==> config.mk <==
export PLATFORM = sky130hd
export DESIGN_NAME = exp_share_sched
export DESIGN_NICKNAME = d
export VERILOG_FILES = /design/src/rtl/exp_share_sched.sv
export SDC_FILE = /design/constraint.sdc
export NUM_CORES = 1
export LEC_CHECK = 0
export CORE_ASPECT_RATIO = 0.8
export CORE_MARGIN = 2
export CORE_UTILIZATION = 40
export CTS_CLUSTER_SIZE = 25
export DETAILED_ROUTE_END_ITERATION = 16
export MAX_ROUTING_LAYER = met4
export PLACE_DENSITY = 0.72
export SLEW_MARGIN = 15
export SYNTH_ARGS = -nofsm -noshare
export SYNTH_HDL_FRONTEND = slang
export SYNTH_SLANG_ARGS = --single-unit
==> constraint.sdc <==
create_clock -name clk -period 4.25 [get_ports clk]
set_input_delay 0.85 -clock clk [delete_from_list [all_inputs] [get_ports clk]]
set_output_delay 0.85 -clock clk [all_outputs]
set_load 0.01 [all_outputs]
==> src/rtl/exp_share_sched.sv <==
// exp_share_sched: round-robin time-sharing of one combinational Q1.6 exp unit
// between NUM_REQ lanes, with per-lane credit flow control and one registered
// result stage. Optional per-lane softmax row accumulation under `EXP_SUM_EN.
module exp_share_sched #(
  parameter int unsigned NUM_REQ = 4,
  parameter int unsigned CREDITS = 4
) (
  input  logic                 clk,
  input  logic                 rst,
  input  logic [NUM_REQ-1:0]   req_valid,
  input  logic [8*NUM_REQ-1:0] req_data,
`ifdef EXP_SUM_EN
  input  logic [NUM_REQ-1:0]   req_last,
`endif
  output logic [NUM_REQ-1:0]   req_ready,
  output logic [7:0]           exp_in,
  input  logic [7:0]           exp_out,
  output logic [NUM_REQ-1:0]   rsp_valid,
  output logic [7:0]           rsp_data,
  input  logic [NUM_REQ-1:0]   credit_return,
  output logic                 busy,
`ifdef EXP_SUM_EN
  output logic                 sum_valid,
  output logic [15:0]          sum_data,
`endif
  output logic                 credit_err
);

  localparam int unsigned CW = $clog2(CREDITS + 1);
  localparam int unsigned PW = $clog2(NUM_REQ);

  logic [CW-1:0]      credit_q [NUM_REQ];
  logic [CW-1:0]      credit_d [NUM_REQ];
  logic [PW-1:0]      ptr_q, ptr_d;
  logic [NUM_REQ-1:0] rsp_valid_q, rsp_valid_d;
  logic [7:0]         rsp_data_q, rsp_data_d;
  logic               credit_err_q, credit_err_d;

  logic [NUM_REQ-1:0] eligible_c;
  logic [NUM_REQ-1:0] grant_c;
  logic [PW-1:0]      grant_idx_c;
  logic               any_grant_c;
  logic [7:0]         exp_in_c;
  logic               busy_c;

`ifdef EXP_SUM_EN
  logic [15:0] acc_q [NUM_REQ];
  logic [15:0] acc_d [NUM_REQ];
  logic        sum_valid_q, sum_valid_d;
  logic [15:0] sum_data_q, sum_data_d;
`endif

  // Round-robin grant: first eligible lane starting at the pointer, with wrap.
  always_comb begin
    logic [PW-1:0] idx;
    idx         = '0;
    grant_c     = '0;
    grant_idx_c = '0;
    any_grant_c = 1'b0;
    exp_in_c    = 8'h00;
    for (int unsigned i = 0; i < NUM_REQ; i++) begin
      eligible_c[i] = req_valid[i] & (credit_q[i] != '0);
    end
    for (int unsigned k = 0; k < NUM_REQ; k++) begin
      idx = PW'((32'(ptr_q) + k) % NUM_REQ);
      if (!any_grant_c && eligible_c[idx]) begin
        any_grant_c  = 1'b1;
        grant_idx_c  = idx;
        grant_c[idx] = 1'b1;
      end
    end
    for (int unsigned i = 0; i < NUM_REQ; i++) begin
      if (grant_c[i]) exp_in_c = req_data[8*i +: 8];
    end
  end

  // Next-state: pointer, result stage, credit counters and sticky error.
  always_comb begin
    ptr_d        = ptr_q;
    rsp_valid_d  = grant_c;
    rsp_data_d   = rsp_data_q;
    credit_d     = credit_q;
    credit_err_d = credit_err_q;
    busy_c       = |rsp_valid_q;

    if (any_grant_c) begin
      ptr_d      = (grant_idx_c == PW'(NUM_REQ - 1)) ? '0 : grant_idx_c + PW'(1);
      rsp_data_d = exp_out;
    end

    for (int unsigned i = 0; i < NUM_REQ; i++) begin
      if (credit_q[i] != CW'(CREDITS)) busy_c = 1'b1;
      case ({grant_c[i], credit_return[i]})
        2'b10: credit_d[i] = credit_q[i] - CW'(1);
        2'b01: begin
          // A return into a full counter means the downstream accounting is broken.
          if (credit_q[i] == CW'(CREDITS)) credit_err_d = 1'b1;
          else                             credit_d[i]  = credit_q[i] + CW'(1);
        end
        default: ;
      endcase
    end
  end

`ifdef EXP_SUM_EN
  // Per-lane saturating row accumulator; flushed to sum_data on the last term.
  always_comb begin
    logic [16:0] tot;
    logic [15:0] sat;
    tot         = '0;
    sat         = '0;
    acc_d       = acc_q;
    sum_valid_d = 1'b0;
    sum_data_d  = sum_data_q;
    for (int unsigned i = 0; i < NUM_REQ; i++) begin
      if (grant_c[i]) begin
        tot = {1'b0, acc_q[i]} + {9'b0, exp_out};
        sat = tot[16] ? 16'hFFFF : tot[15:0];
        if (req_last[i]) begin
          sum_valid_d = 1'b1;
          sum_data_d  = sat;
          acc_d[i]    = '0;
        end else begin
          acc_d[i]    = sat;
        end
      end
    end
  end
`endif

  // State registers; reset drops any in-flight result and restores credits.
  always_ff @(posedge clk or posedge rst) begin
    if (rst) begin
      ptr_q        <= '0;
      rsp_valid_q  <= '0;
      rsp_data_q   <= '0;
      credit_err_q <= 1'b0;
      for (int unsigned i = 0; i < NUM_REQ; i++) credit_q[i] <= CW'(CREDITS);
`ifdef EXP_SUM_EN
      sum_valid_q  <= 1'b0;
      sum_data_q   <= '0;
      for (int unsigned i = 0; i < NUM_REQ; i++) acc_q[i] <= '0;
`endif
    end else begin
      ptr_q        <= ptr_d;
      rsp_valid_q  <= rsp_valid_d;
      rsp_data_q   <= rsp_data_d;
      credit_err_q <= credit_err_d;
      credit_q     <= credit_d;
`ifdef EXP_SUM_EN
      sum_valid_q  <= sum_valid_d;
      sum_data_q   <= sum_data_d;
      acc_q        <= acc_d;
`endif
    end
  end

  assign req_ready  = grant_c;
  assign exp_in     = exp_in_c;
  assign rsp_valid  = rsp_valid_q;
  assign rsp_data   = rsp_data_q;
  assign busy       = busy_c;
  assign credit_err = credit_err_q;
`ifdef EXP_SUM_EN
  assign sum_valid  = sum_valid_q;
  assign sum_data   = sum_data_q;
`endif

endmodule

**Word-level counts from Yosys, hierarchy flattened**

Index checks and enable logic that the tools add are counted.

- Logic and storage cells: 132
- Bits of input ports: 50
- Bits in registers: 27

- Equal/unequal tests: 21
- Add/sub/neg operators: 12
- Bitwise gates (word level): 7
- Mux-type cells: 53
- Reduce and logical (&&, ||, !) cells: 23
- Order comparisons: 8

Operators with widths:

| kind | number |
|---|---|
| $mux W8 | 4 |
| $mux W1 | 24 |
| $pmux W3 S2 | 4 |
| $mux W4 | 4 |
| $add A3 B1 Y3 const B | 4 |
| $eq A3 B3 Y1 const B | 4 |
| $lt A2 B3 Y1 const B | 4 |
| $mux W3 | 4 |
| $ne A3 B3 Y1 const B | 4 |
| $or A4 B4 Y4 | 3 |
| $reduce_bool A3 Y1 | 4 |
| $sub A3 B1 Y3 const B | 4 |
| $eq A2 B2 Y1 const B | 5 |
| $mux W2 | 5 |
| $bmux W1 S2 | 4 |
| $demux W1 S2 | 4 |
| $eq A2 B1 Y1 const B | 4 |
| $ge A2 B1 Y1 const B | 4 |
| $ne A2 B2 Y1 const B | 4 |
| $reduce_and A2 Y1 | 4 |
| $reduce_bool A2 Y1 | 4 |
| $logic_and A1 B1 Y1 | 7 |
| $add A2 B1 Y2 const B | 2 |
| $add A2 B2 Y2 const B | 2 |
| 3 further kinds | 8 |

**Longest topological paths before layout**

Gate-level depths: netlist (run 1).

- Depth after elaboration: 22
- Depth in mapped cells: 14
- Gate-level depth less buffers: 13

**Worst setup path after synthesis (run 1)**

OpenSTA, ideal clock, no wires.

- Path kind: in2out
- From: in req_valid[3]
- To: out exp_in[0]
- Buffers on the path: 2
- Stages on the path: 10
- Data required time: 3400 ps
- Slack: 754 ps
- Arrival time: 2646 ps
- Cells stage by stage: o31ai_2 mux4_2 buf_2 o21ai_0 o22a_1 nor2_2 inv_2 clkbuf_1 nand2_1 a31oi_1

RTL lines:

| element | RTL line | source |
|---|---|---|
| from (decl) | 10 | `input logic [NUM_REQ-1:0] req_valid,` |
| $and A1 B1 Y1 (*) | 62 | `eligible_c[i] = req_valid[i] & (credit_q[i] != '0);` |
| $bmux W1 S2 | 66 | `if (!any_grant_c && eligible_c[idx]) begin` |
| $mux W1 (implied by the code) | 66 |  |
| $mux W1 | 66 |  |
| $logic_not A1 Y1 | 66 |  |
| $logic_and A1 B1 Y1 | 66 |  |
| $mux W1 | 66 |  |
| $logic_not A1 Y1 | 66 |  |
| $logic_and A1 B1 Y1 | 66 |  |
| $mux W1 | 66 |  |
| $logic_not A1 Y1 | 66 |  |
| $logic_and A1 B1 Y1 | 66 |  |
| $mux W4 (*) | 66 |  |
| via req_ready[1] | 15 | `output logic [NUM_REQ-1:0] req_ready,` |
| $mux W8 (*) (3 in a row) | 73 | `if (grant_c[i]) exp_in_c = req_data[8*i +: 8];` |
| to (decl) | 16 | `output logic [7:0] exp_in,` |

The timed path passes the listed nets; every way through them passes the cells marked *. The select of a mux whose other input is x is not followed.

**Worst setup path in the final report (run 1)**

- From: in req_valid[1]
- To: out exp_in[1]

- Word-level cells in the longest chain between the ends: 17

Ends and longest elaborated chain:

| element | RTL line |
|---|---|
| $and A1 B1 Y1 (*) | 62 |
| $bmux W1 S2 | 66 |
| $mux W1 (implied by the code) | 66 |
| $mux W1 | 66 |
| $logic_not A1 Y1 | 66 |
| $logic_and A1 B1 Y1 | 66 |
| $mux W1 | 66 |
| $logic_not A1 Y1 | 66 |
| $logic_and A1 B1 Y1 | 66 |
| $mux W1 | 66 |
| $logic_not A1 Y1 | 66 |
| $logic_and A1 B1 Y1 | 66 |
| $mux W4 (*) | 66 |
| $mux W8 (3 in a row) | 73 |
| $mux W8 (*) | 73 |

Mark *: on every way between the ends. The rest lies on a longest branch, timed or not. The select of a mux whose other input is x is not followed.

==> key figures, run 1 <==
Cells and area
  • Final core occ: 61.1%
  • Nets: 404
  • Layout cells sized above 1: a little over a fifth
  • Filler instances: 449
  • Layout area overhead: 48.8%
  • Final Instance Area: about 3300 um2
  • Inserted Diodes: 0

Timing
  • Slew HR: 28.6%
  • Setup TNS: 0 ns
  • Final hold slack: between 0.4 and 0.5 ns
  • Minimum clock period: around 4.2 ns
  • Final Hold Vio Count: 0
  • Skew final: 0.00206 ns
  • Period utilization: between 90% and 100%
  • RSZ-0062 raised after global routing: yes
  • Slew Limit Fails: 0
  • Worst slew pin tran: between 1 and 1.5 ns
  • Setup violators final: 0
  • Max Clk Rate: approximately 240 MHz

Die
  • Die width: 87.1 um
  • Io pins: 76
  • Die area: around 6000 um2
  • Initial cell density of the core: between 40% and 50%
  • Die H: 70.4 um
  • Core area: 5380 um2
  • Site Rows: 24

Pwr
  • Overall Power: ~3.2 mW
  • Psw: between 1 and 1.5 mW
  • P_leak: 1.39 nW
  • VDD IR max: approximately 0.55 mV
  • Gate power share: 78.5%
  • Share of power burned in registers: between 10% and 20%
  • Switching share of power: about 47%
  • Pwr Density: roughly 960 nW/um2
  • Internal power: between 1.5 and 2 mW
  • Clock power share: under 10%

Synth
  • Synth warn: 0
  • Syn Area/Cell: a little over 9 um2
  • Register area share after synthesis: a little under a third
  • Async set-or-reset flop fraction in the synthesized netlist: 100%
  • Post-Syn Nets: approximately 300
  • Synth unique cells: 52
  • Syn Inst Count: 242
  • Synthesized area: roughly 2200 um2
  • FF+latch count, synth: 27
  • Predominant post-synthesis flop cell: dfrtp_1
  • Number of synthesized flops with an enable pin: 0

Setup path
  • Startpoint types: primary input
  • Setup crit end kind: output port
  • Critical Path Fanout Max: 8
  • CP required: around 3.4 ns
  • Data arrival time of the critical path: approximately 3.3 ns
  • CP Class: primary input to output port

GRT
  • Initial antenna violation count: 0
  • First-pass GRT wire length: 10,600 um
  • Largest net degree at the start of global routing: 28
  • Vias in the first global route: ~2,200
  • Tot GR Track Use: 22.0%
  • Global route overflow: 0

Placed design
  • Placer Congestion: between 0.8 and 0.9
  • DP HPWL: approximately 4900 um
  • Dpl cell area: between 3000 and 4000 um2
  • Port bufs: 75

Route
  • Drt pass-1 iters: 4
  • Post-DRT Antenna Nets: 0
  • Routed via count: between 2,000 and 2,500
  • DRC viols: 0
  • Drt via density: 5.43
  • WL/cell: 15.0 um
  • Final WL: 6110 um
  • Initial DRC Count: roughly 120

Worst hold path
  • Worst Hold Class: flip-flop to flip-flop

Status
  • Outcome: finished, final reports clean

Clock network
  • Root buffer cell: clkbuf_8
  • Worst-Skew Late Latency: 0.28 ns
  • H-Tree Level Count: 1
  • Sink Count: 27
  • CTS tree: yes
  • Hold_buf cts: 0
  • CTS Buf Count: 3
  • CTS max path bufs: 2
  • Worst-path clk slew: roughly 0.10 ns

Run
  • Max_cap viols: 0
per-stage QoR:
stage                     instances  worst slack [ns]
after floorplan                 242             0.754
after global placement          401            -0.145
after detailed placement        401            -0.235
after CTS                       406          0.000452
after global routing            407           -0.0442
final                           407            0.0647
worst paths after layout:
kind,from,end,slack [ns],cells after the start
min in group asynchronous,rst,rsp_data[6],1.13,2
worst max register to register,credit_q[7],credit_q[10],0.85,13
worst min register to register,credit_err,credit_err,0.50,2
worst min-delay path,credit_err,credit_err,0.50,2
max in group asynchronous,rst,rsp_valid[0],2.48,2
worst max-delay path,req_valid[1],exp_in[1],0.06,12
state kept, by name (all words and copies together) (netlist names):
name / cells
credit_q: 12
rsp_valid: 4
credit_err: 1
ptr_q: 2
rsp_data: 8
area by class of cell:
cell class / count / area (um2) / area share, %
clock inverter: 1 / 8.76 / 0.267
multi-input combinational: 185 / 1420 / 43.3
tap: 65 / 81.3 / 2.48
timing repair buffer: 105 / 967 / 29.4
sequential: 27 / 681 / 20.7
clock buffer: 3 / 41.3 / 1.26
inverter: 21 / 83.8 / 2.55
per-layer routing:
layer | GRT usage [%] | part of all wire [%]
met2 | 33.2 | 48
met3 | 3.43 | 2.7
met4 | 3.82 | 1.2
met1 | 31.6 | 48
met5 | - | 0
layout by cell type, fill, tap and decap left out, drive strengths merged, types with 11 or more instances in the layout:
cell / synthesis / layout
nand2: 21 / 21
a21oi: 12 / 12
nand3: 13 / 13
clkdlybuf4s50: 0 / 63
nor2: 16 / 16
o22ai: 11 / 11
inv: 21 / 22
mux2: 12 / 12
dfrtp: 23 / 23
buf: 4 / 31
worst max-delay path, stage by stage:
cell and delay, ns:
clkdlybuf4s50_1 0.49, o31ai_2 0.11, mux4_2 0.55, and3_4 0.19, o22a_4 0.22, a21oi_4 0.15, buf_6 0.13, inv_4 0.03
nor2_2 0.10, buf_6 0.14, a31oi_1 0.08, dlygate4sd2_1 0.30
synth_stat cells (4+ instances only):
cell / instances / area share, %
a21oi_1: 11 / 2.5
ha_1: 7 / 4.0
mux2_2: 8 / 4.1
dfstp_2: 4 / 4.8
nand2b_1: 4 / 1.1
mux2i_1: 8 / 3.6
clkbuf_1: 5 / 0.85
nand3_1: 13 / 2.9
o31ai_2: 4 / 2.3
a31oi_1: 10 / 2.8
xnor2_1: 5 / 2.0
o22ai_1: 11 / 3.1
inv_2: 4 / 0.68
o21ai_1: 4 / 0.91
inv_1: 16 / 2.7
o211ai_1: 5 / 1.7
o31a_1: 4 / 1.6
o21ai_0: 5 / 1.1
dfrtp_1: 23 / 26
fa_1: 4 / 3.6
nand2_1: 21 / 3.6
nor3_1: 8 / 1.8
nor2_1: 13 / 2.2
what timing repair did:
| action | CTS | global route |
|---|---|---|
| hold endpoints to repair | 0 | 0 |
| setup buffers | 1 | 1 |
| setup endpoints to repair | 10 | 11 |
| gates resized for setup | 13 | 21 |
| pin swaps | 2 | 1 |
kinds of logic after synthesis:
kind of cell,share of synthesized area (%)
and+or+nand+nor,17.1
AOI/OAI and AO/OA,23.4
muxes,13.0
DFF,30.8
xor gates and xnor gates,2.38
buffers and inverters,5.73
adders and majority gates,7.60
power groups by stage:
stage / sequential, mW / combinational, mW / clock, mW
after global placement: 0.520 / 2.44 / 0
after global routing: 0.541 / 2.74 / 0.175
after CTS: 0.519 / 2.44 / 0.163
after detailed placement: 0.523 / 2.51 / 0
final: 0.521 / 2.48 / 0.158
after floorplan: 0.528 / 1.46 / 0
Note: power is estimated with default switching activity, not from simulation.
==> inputs of run 2 (changes only) <==
CELL_PAD_IN_SITES_DETAIL_PLACEMENT = 1   (was not set)
CELL_PAD_IN_SITES_GLOBAL_PLACEMENT = 1   (was not set)
CORE_UTILIZATION = 34   (was 40)
PLACE_DENSITY = 0.81   (was 0.72)
==> run 2 against run 1 <==
Net effect: non-clock buffer count fell by 1; cell area up 0.42%; clock skew is 0.0088 ns higher; clock power about the same; global-route usage increased by 0.92 points; largest cell class unchanged.
==> key figures, run 2 (synthesized netlist as in run 1, its figures left out) <==
Status
  • Outcome: finished, final reports clean (unchanged)

Clock network
  • CTS Buf Count: 3 (unchanged)
  • H-Tree Level Count: 1 (unchanged)
  • Root buffer cell: clkbuf_8 (unchanged)
  • Sink Count: 27 (unchanged)
  • Worst-Skew Late Latency: 0.29 ns (was 0.28 ns)
  • CTS max path bufs: 2 (unchanged)
  • Worst-path clk slew: 0.11 ns (was 0.10 ns)
  • CTS tree: yes (unchanged)

Cells and area
  • Nets: 403 (was 404)
  • Layout area overhead: 49.4% (was 48.8%)
  • Max reg flops: 12 (unchanged)
  • Most common cell after layout, fill and taps aside: clkdlybuf4s50_1 (unchanged)
  • Multi-input logic area: 1430 um2 (was 1420 um2)
  • Non-Filler Instances: 425 (was 407)
  • Filler instances: 768 (was 449)
  • Final Instance Area: 3300 um2 (was 3280 um2)
  • Inserted Diodes: 0 (unchanged)
  • Register area: 681 um2 (unchanged)
  • Layout cells sized above 1: 22.3% (was 21.9%)
  • Commonest non-fill, non-tap cells in the layout: clkdlybuf4s50_1 (63), buf_4 (27), dfrtp_1 (23) (unchanged)
  • Final core occ: 52.0% (was 61.1%)
  • Most flops, register: credit_q (unchanged)

Setup path
  • CP required: 3.40 ns (about the same)
  • Critical Path Fanout Max: 10 (was 8)
  • Worst Setup SP: req_valid[3] (was req_valid[1])
  • Data arrival time of the critical path: 3.38 ns (was 3.34 ns)
  • Worst path max stage delay: 0.57 ns (was 0.55 ns)
  • R2R Path Start: credit_q[0] (was credit_q[7])
  • Startpoint types: primary input (unchanged)
  • Crit-path cells: clkdlybuf4s50_1 -> o31ai_2 -> mux4_2 -> and3_1 -> o22a_1 -> nor2_2 -> buf_12 -> inv_4 -> clkdlybuf4s50_1 (was clkdlybuf4s50_1 -> o31ai_2 -> mux4_2 -> and3_4 -> o22a_4 -> a21oi_4 -> buf_6 -> inv_4 -> nor2_2 -> buf_6 -> a31oi_1 -> dlygate4sd2_1)
  • Crit path top cell by count: clkdlybuf4s50_1 (was buf_6)
  • Crit-path slowest cell: mux4_2 (unchanged)
  • Setup crit end kind: output port (unchanged)
  • CP Class: primary input to output port (unchanged)
  • Buffer and inverter count on the worst path: 4 (was 5)
  • Top delay family on crit path: buffers and inverters (unchanged)

Route
  • Drt via density: 5.50 (was 5.43)
  • WL/cell: 18.4 um (was 15.0 um)
  • Drt pass-1 iters: 4 (unchanged)
  • DRC viols: 0 (unchanged)
  • Routed via count: 2,336 (was 2,212)
  • Post-DRT Antenna Nets: 0 (unchanged)
  • Final WL: 7820 um (was 6110 um)
  • Initial DRC Count: 60 (was 115)

Timing
  • Max Clk Rate: 236 MHz (was 239 MHz)
  • Minimum clock period: 4.23 ns (was 4.19 ns)
  • Setup violators final: 0 (unchanged)
  • Setup TNS: 0 ns (unchanged)
  • Final setup margin: 0.0195 ns (was 0.0647 ns)
  • Slew HR: 30.2% (was 28.6%)
  • Period utilization: 99.5% (was 98.5%)
  • Worst slew pin tran: 1.04 ns (was 1.07 ns)
  • Final hold slack: 0.520 ns (was 0.499 ns)
  • Skew final: 0.0108 ns (was 0.00206 ns)
  • Final Hold Vio Count: 0 (unchanged)
  • Slew Limit Fails: 0 (unchanged)

Pwr
  • Gate power share: 79.2% (was 78.5%)
  • Switching share of power: 49.2% (was 47.3%)
  • Psw: 1.63 mW (was 1.50 mW)
  • P_leak: 1.39 nW (about the same)
  • Overall Power: 3.31 mW (was 3.16 mW)
  • VDD IR max: 0.430 mV (was 0.547 mV)
  • Clock power share: 4.9% (was 5.0%)
  • Internal power: 1.68 mW (was 1.66 mW)
  • Pwr Density: 1000 nW/um2 (was 962 nW/um2)
  • Share of power burned in registers: 16.0% (was 16.5%)

Die
  • Site Rows: 26 (was 24)
  • Initial cell density of the core: 34.8% (was 41.1%)
  • Die H: 76.1 um (was 70.4 um)
  • Io pins: 76 (unchanged)
  • Die area: 7160 um2 (was 6130 um2)
  • Die width: 94.1 um (was 87.1 um)
  • Core area: 6340 um2 (was 5380 um2)

GRT
  • First-pass GRT wire length: 12,600 um (was 10,600 um)
  • Tot GR Track Use: 22.9% (was 22.0%)
  • Vias in the first global route: 2,519 (was 2,196)
  • Largest net degree at the start of global routing: 28 (unchanged)
  • Initial antenna violation count: 0 (unchanged)
  • Global route overflow: 0 (unchanged)

Placed design
  • Dpl cell area: 3220 um2 (was 3200 um2)
  • Placer Congestion: 0.859 (was 0.898)
  • Port bufs: 75 (unchanged)
  • Pre-CTS setup slack: -0.292 ns (was -0.235 ns)
  • Cells after DPL: 415 (was 401)
  • DP HPWL: 5860 um (was 4880 um)

Run
  • Max_cap viols: 0 (unchanged)

Worst hold path
  • Min-Delay Startpoint: rsp_data[4] (was credit_err)
  • Worst Hold Class: flip-flop to flip-flop (unchanged)
-- run 2: power groups by stage --
stage	sequential, mW	clock (mW)	combinational [mW]
floorplan	0.528	0	1.46
global placement	0.526	0	2.48
detailed placement	0.534	0	2.59
CTS	0.529	0.164	2.61
global route	0.553	0.177	2.84
finish	0.528	0.161	2.62
-- run 2: repair_timing --
item,4_1_cts,5_1_grt
endpoints found under the hold margin,0,0
gates resized for setup,19,16
endpoints found under the setup margin,10,12
pin swaps,2,4
setup buffers,4,2
hold buffers,0,0
-- run 2: final timing paths --
| kind | depth (start not counted) | to | slack [ns] |
|---|---|---|---|
| setup / recovery | 9 | req_ready[1] | 0.02 |
| min in group asynchronous | 2 | rsp_data[0] | 0.98 |
| setup reg to reg | 11 | credit_q[8] | 0.86 |
| hold reg to reg | 1 | rsp_data[4] | 0.52 |
| max in group asynchronous | 2 | credit_q[6] | 2.79 |
| hold / removal | 1 | rsp_data[4] | 0.52 |
-- run 2: cell type report --
cell class	count	share of cell area (%)
clock buffers	3	1.25
clock inverters	1	0.152
inverters	21	2.54
multi-input cells	185	43.2
flip-flops and latches	27	20.6
well taps	84	3.19
repair buffers	104	29.0
-- run 2: metal layers --
metal  track usage [%]  wire, um  vias up
li1                  -         -     1095
met5                 -         0        -
met1              29.2      3420     1184
met2              37.6      4060       48
met3              2.87       219        9
met4              7.68       123        0
